[config.mk]
export PLATFORM = sky130hd
export DESIGN_NAME = hazard_stall_ctrl
export DESIGN_NICKNAME = d
export VERILOG_FILES = /design/src/rtl/hazard_pkg.sv /design/src/rtl/sat_counter.sv /design/src/rtl/hazard_stall_ctrl.sv
export SDC_FILE = /design/constraint.sdc
export NUM_CORES = 1
export LEC_CHECK = 0
export BUFFER_PORTS_ARGS = -buffer_cell sky130_fd_sc_hd__buf_2
export CORE_UTILIZATION = 47
export CTS_CLUSTER_DIAMETER = 150
export DETAILED_ROUTE_END_ITERATION = 7
export PLACE_DENSITY_LB_ADDON = 0.25
export REMOVE_ABC_BUFFERS = 1
export SYNTH_ARGS = -nofsm -noshare
export SYNTH_HDL_FRONTEND = slang
export SYNTH_SLANG_ARGS = --single-unit
[constraint.sdc]
create_clock -name clk -period 2 [get_ports clk]
set_input_delay 0.2 -clock clk [delete_from_list [all_inputs] [get_ports clk]]
set_output_delay 0.2 -clock clk [all_outputs]
set_load 0.02 [all_outputs]
[src/rtl/hazard_pkg.sv]
// rtl/hazard_pkg.sv - shared types and constants for the pipeline hazard/stall controller
// Purpose: FSM state encoding, mul/div busy-counter sizing and the pipeline NOP encoding.
// Ports: none (package).
package hazard_pkg;

  typedef enum logic [0:0] {
    IDLE    = 1'b0,
    MD_BUSY = 1'b1
  } state_e;

  localparam int MD_TIMEOUT_DEF = 64;
  localparam int MD_CNT_W       = $clog2(MD_TIMEOUT_DEF + 1);

  // addi x0, x0, 0
  localparam logic [31:0] NOP_INSTR = 32'h00000013;

  // Busy-counter width for a given timeout; the counter must be able to hold the timeout value itself.
  function automatic int md_cnt_width(input int timeout);
    return $clog2(timeout + 1);
  endfunction

endpackage

[src/rtl/sat_counter.sv]
// rtl/sat_counter.sv - saturating event counter
// Purpose: counts cycles where inc is high, holding at all-ones instead of wrapping.
// Ports: clk, rst_n (async active-low), inc (count enable), count (current value).
module sat_counter #(
  parameter int W = 32
) (
  input  logic         clk,
  input  logic         rst_n,
  input  logic         inc,
  output logic [W-1:0] count
);

  logic [W-1:0] count_q;
  logic [W-1:0] count_d;

  always_comb begin
    count_d = count_q;
    if (inc && (count_q != {W{1'b1}})) begin
      count_d = count_q + 1'b1;
    end
  end

  always_ff @(posedge clk or negedge rst_n) begin
    if (!rst_n) begin
      count_q <= '0;
    end else begin
      count_q <= count_d;
    end
  end

  assign count = count_q;

endmodule

[src/rtl/hazard_stall_ctrl.sv]
// rtl/hazard_stall_ctrl.sv - stall/flush/bubble sequencing for the 5-stage RV32IM pipeline
// Purpose: load-use stalls, taken-redirect flushes and mul/div start/done/timeout handling.
// Ports: IF_ID_* / ID_EX_* hazard sources, EX_branch_taken, md_done from the mul/div unit;
//        stall_*/flush_*/bubble_EX_MEM pipeline controls, md_start/md_abort pulses,
//        md_timeout_err sticky flag, stall_cnt/flush_cnt saturating statistics.
module hazard_stall_ctrl
  import hazard_pkg::*;
#(
  parameter int MD_TIMEOUT = 64,
  parameter int CNT_W      = 32
) (
  input  logic             clk,
  input  logic             rst_n,
  input  logic [4:0]       IF_ID_rs1,
  input  logic [4:0]       IF_ID_rs2,
  input  logic             IF_ID_use_rs1,
  input  logic             IF_ID_use_rs2,
  input  logic [4:0]       ID_EX_rd,
  input  logic             ID_EX_MemRead,
  input  logic             ID_EX_is_muldiv,
  input  logic             EX_branch_taken,
  input  logic             md_done,
  output logic             stall_IF,
  output logic             stall_ID_EX,
  output logic             flush_IF_ID,
  output logic             flush_ID_EX,
  output logic             bubble_EX_MEM,
  output logic             md_start,
  output logic             md_abort,
  output logic             md_timeout_err,
  output logic [CNT_W-1:0] stall_cnt,
  output logic [CNT_W-1:0] flush_cnt
);

  localparam int CW = md_cnt_width(MD_TIMEOUT);

  state_e        state_q, state_d;
  logic [CW-1:0] md_cnt_q, md_cnt_d;
  logic          err_q, err_d;
  logic          load_use;

  // x0 is never a real producer, so a load targeting it cannot create a hazard.
  assign load_use = ID_EX_MemRead && (ID_EX_rd != 5'd0) &&
                    ((IF_ID_use_rs1 && (ID_EX_rd == IF_ID_rs1)) ||
                     (IF_ID_use_rs2 && (ID_EX_rd == IF_ID_rs2)));

  always_comb begin
    state_d       = state_q;
    md_cnt_d      = md_cnt_q;
    err_d         = err_q;
    stall_IF      = 1'b0;
    stall_ID_EX   = 1'b0;
    flush_IF_ID   = 1'b0;
    flush_ID_EX   = 1'b0;
    bubble_EX_MEM = 1'b0;
    md_start      = 1'b0;
    md_abort      = 1'b0;
    // Controls are forced quiet while reset is held, even though they are combinational.
    if (rst_n) begin
      case (state_q)
        IDLE: begin
          if (ID_EX_is_muldiv) begin
            md_start      = 1'b1;
            stall_IF      = 1'b1;
            stall_ID_EX   = 1'b1;
            bubble_EX_MEM = 1'b1;
            md_cnt_d      = CW'(1);
            state_d       = MD_BUSY;
          end else if (EX_branch_taken) begin
            // The redirect discards the dependent instruction anyway, so no stall is needed.
            flush_IF_ID = 1'b1;
            flush_ID_EX = 1'b1;
          end else if (load_use) begin
            // Hold IF/ID, insert one bubble into EX; the pair is re-checked next cycle.
            stall_IF    = 1'b1;
            flush_ID_EX = 1'b1;
          end
        end
        MD_BUSY: begin
          if (md_done) begin
            // Stalls drop this cycle so EX/MEM captures the mul/div result.
            md_cnt_d = '0;
            state_d  = IDLE;
          end else if (md_cnt_q == CW'(MD_TIMEOUT)) begin
            md_abort      = 1'b1;
            err_d         = 1'b1;
            bubble_EX_MEM = 1'b1;
            md_cnt_d      = '0;
            state_d       = IDLE;
          end else begin
            stall_IF      = 1'b1;
            stall_ID_EX   = 1'b1;
            bubble_EX_MEM = 1'b1;
            md_cnt_d      = md_cnt_q + 1'b1;
          end
        end
        default: begin
          md_cnt_d = '0;
          state_d  = IDLE;
        end
      endcase
    end
  end

  always_ff @(posedge clk or negedge rst_n) begin
    if (!rst_n) begin
      state_q  <= IDLE;
      md_cnt_q <= '0;
      err_q    <= 1'b0;
    end else begin
      state_q  <= state_d;
      md_cnt_q <= md_cnt_d;
      err_q    <= err_d;
    end
  end

  assign md_timeout_err = err_q;

  sat_counter #(.W(CNT_W)) u_stall_cnt (
    .clk   (clk),
    .rst_n (rst_n),
    .inc   (stall_IF),
    .count (stall_cnt)
  );

  // flush_IF_ID is only raised for a taken redirect, so it marks exactly one event per redirect.
  sat_counter #(.W(CNT_W)) u_flush_cnt (
    .clk   (clk),
    .rst_n (rst_n),
    .inc   (flush_IF_ID),
    .count (flush_cnt)
  );

endmodule
==> out/metrics.cfg <==
[outcome]
status=completed

[setup_path]
cp-start-kind=register
cp_common_cell=buf_6
rrSetupSlack_ps=90
path_buf_inv=2
crit_cells=6
ff2ff_path_depth=7
cp_slowest_stage_delay_ps=410
critPathArrivalTime_ps=1760
path_cells=nor4_4, nand3_2, o21ai_2, buf_6, o31ai_4, buf_6
crit_fanout=3
worstSetupPathType=register to primary output
crit_required_ps=1800
critPathSlowestCell=dfrtp_1
cpLargestDelayFamily=simple AND/OR/NAND/NOR gates
cp-end-kind=primary output

[global_route]
overflow=0
antenna_found_initial=0
grt_pass1_wl_mm=15.7
grt_usage_pct=23.8
grt_max_degree=41
grt_pass1_vias=3302

[clock_network]
tritoncts=done
numCtsBuffers=9
cts-root-buf=clkbuf_8
clkTransAtPathRegs_ps=70
clkLatencyLatePin_ps=350
clockBufferDepth=2
cts.sinks=73
ctsHtreeMaxLevel=3

[synthesis]
synth_cells=365
synth-async-reset-ratio_pct=100
synth-main-ff-cell=dfrtp_1
synth_area_leaders=dfrtp_1 (49%), xnor2_1 (13%), nand3_1 (5.7%)
synth_top_cell_area_share_pct=49.4
yosysWarnings=0
netlist_area_sq_um=3700
avgSynthCellArea_sq_um=10.1
netlist-cell-type-count=36
synth_seq_cells=73
synth-edff-count=0
seq_area_frac_synth_pct=49.4
yosysTopAreaCell=dfrtp_1

[timing]
hold_ws_ps=361
setup_viol=0
rsz0062_at_grt=true
slew_viol_final=0
maxClockFrequency_mhz=511
skew_ps=11.0
setup_slack_ps=42.0
fin_crit_ps=1960
worst_pin_slew_ps=496
fin_setup_tns_ps=0
final_hold_viol_count=0
fin_crit_sh_pct=97.9
slew_headroom_pct=67.0

[placement]
port-buffer-count=94
dpl-instance-area_sq_um=4630
dp_hpwl_mm=6.59
gp_congestion=0.819
pre_cts_slack_ps=-115

[finish]
drive_gt1_share_pct=35.5
design_area_sq_um=4990
final_common_cell=buf_2
final_nets=542
antenna_cells=0
areaGrowthSynthToFinish_pct=34.8
mostFrequentLayoutCells=buf_2 (90), dfrtp_1 (73), xnor2_1 (54)

[route]
drt-total-wl_mm=9.17
first_pass_iters=5
final_antenna_net_count=0
via_count=3274
wl_per_cell_um=14.8
avgViaCountPerCell=5.30
drc=0
first_iter_violations=112

[floorplanning]
ioPinCount=95
start_util_pct=49.7
die_x_um=90.7
die_area_sq_um=8230
core_sq_um=7450
die_h_um=90.7
rows=31

[worst_hold_path]
hold_depth=5
hp-class=primary input to register

[pwr]
peakVddDrop_uv=745
power_density_nw_per_um2=727
leakagePower_nw=2.50
p_total_mw=3.63

[job]
drv_cap=0

area by class of cell:
cell class                      instances  area (sq um)
Clock buffer                           10           128
Clock inverter                          5          81.3
Fill cell                             636          2460
Inverter                               12          45.0
Multi-Input combinational cell        272          1870
Sequential cell                        73          1830
Tap cell                               99           124
Timing Repair Buffer                  147           908
cell families (layout without fill, tap and decap cells):
kind of cell | count (synthesis) | after routing | share of synthesized area [%]
DFF | 73 | 73 | 49.4
muxes | 1 | 1 | 0.406
adders and majority gates | 4 | 4 | 1.35
and+or+nand+nor | 167 | 167 | 24.0
AOI/OAI and AO/OA | 28 | 28 | 5.41
buffers and inverters | 20 | 174 | 2.43
xor gates and xnor gates | 72 | 72 | 17.0
flip-flops by register name, indices dropped and copies added, names as in the netlist:
signal,cells
md_cnt_q,7
md_timeout_err,1
state_q,1
u_flush_cnt.count,32
u_stall_cnt.count,32
where the power goes:
part / leakage [nW] / internal [mW] / total (mW) / switching [mW]
combinational: 1.39 / 0.315 / 0.722 / 0.407
sequential: 1.00 / 1.57 / 1.66 / 0.0933
clock: 0.102 / 0.696 / 1.24 / 0.544
path summary, 6_finish.rpt:
kind | start | endpoint
worst max-delay path | md_cnt_q[3]$_DFFE_PN0P_ | stall_IF
worst min-delay path | ID_EX_is_muldiv | md_cnt_q[1]$_DFFE_PN0P_
worst max register to register | md_cnt_q[3]$_DFFE_PN0P_ | u_stall_cnt.count[1]$_DFFE_PN0P_
worst min register to register | md_timeout_err$_DFFE_PN0P_ | md_timeout_err$_DFFE_PN0P_
max in group asynchronous | rst_n | u_stall_cnt.count[1]$_DFFE_PN0P_
min in group asynchronous | rst_n | u_flush_cnt.count[7]$_DFFE_PN0P_
cells in the mapped netlist (2+ instances only):
master     n
buf_2      3
o31ai_1    3
clkbuf_1   2
ha_1       4
inv_1     12
nor2_1    20
nand3_1   42
dfrtp_1   73
nand4_1   26
nor2b_1    4
nor3_1     7
and3_1    20
and4_1     7
o21a_1     3
nor4_1     4
xor2_1    18
o21ai_0   15
and2_1     4
nand2_1   28
xnor2_1   54
stage by stage:
| stage | std cells | utilization (%) |
|---|---|---|
| floorplan | 357 | - |
| global placement | 599 | 62.2 |
| detailed placement | 599 | 62.2 |
| CTS | 616 | 65.7 |
| global route | 618 | 67.0 |
| finish | 618 | 67.0 |
layer usage:
layer	routed length, um	part of all wire [%]	GRT usage, %
met5	0	0	0
met4	167	1.8	10.3
met3	384	4.2	3.96
met2	4470	49	37.6
met1	4150	45	32.2
worst reg2reg max path: stages, from the launching register on:
cell and delay (ps):
dfrtp_1 410, nor4_4 350, nand3_2 140, o21ai_2 180, nand2_1 80, o2111a_1 170
buf_12 180, mux2_4 300
timing repair:
action,CTS,global route
resized for setup,7,23
endpoints found under the setup margin,7,33
hold endpoints to repair,34,0
pin swaps,1,5
hold buffers,1,0
setup buffers,1,2
Power figures use the tool's default switching activity.
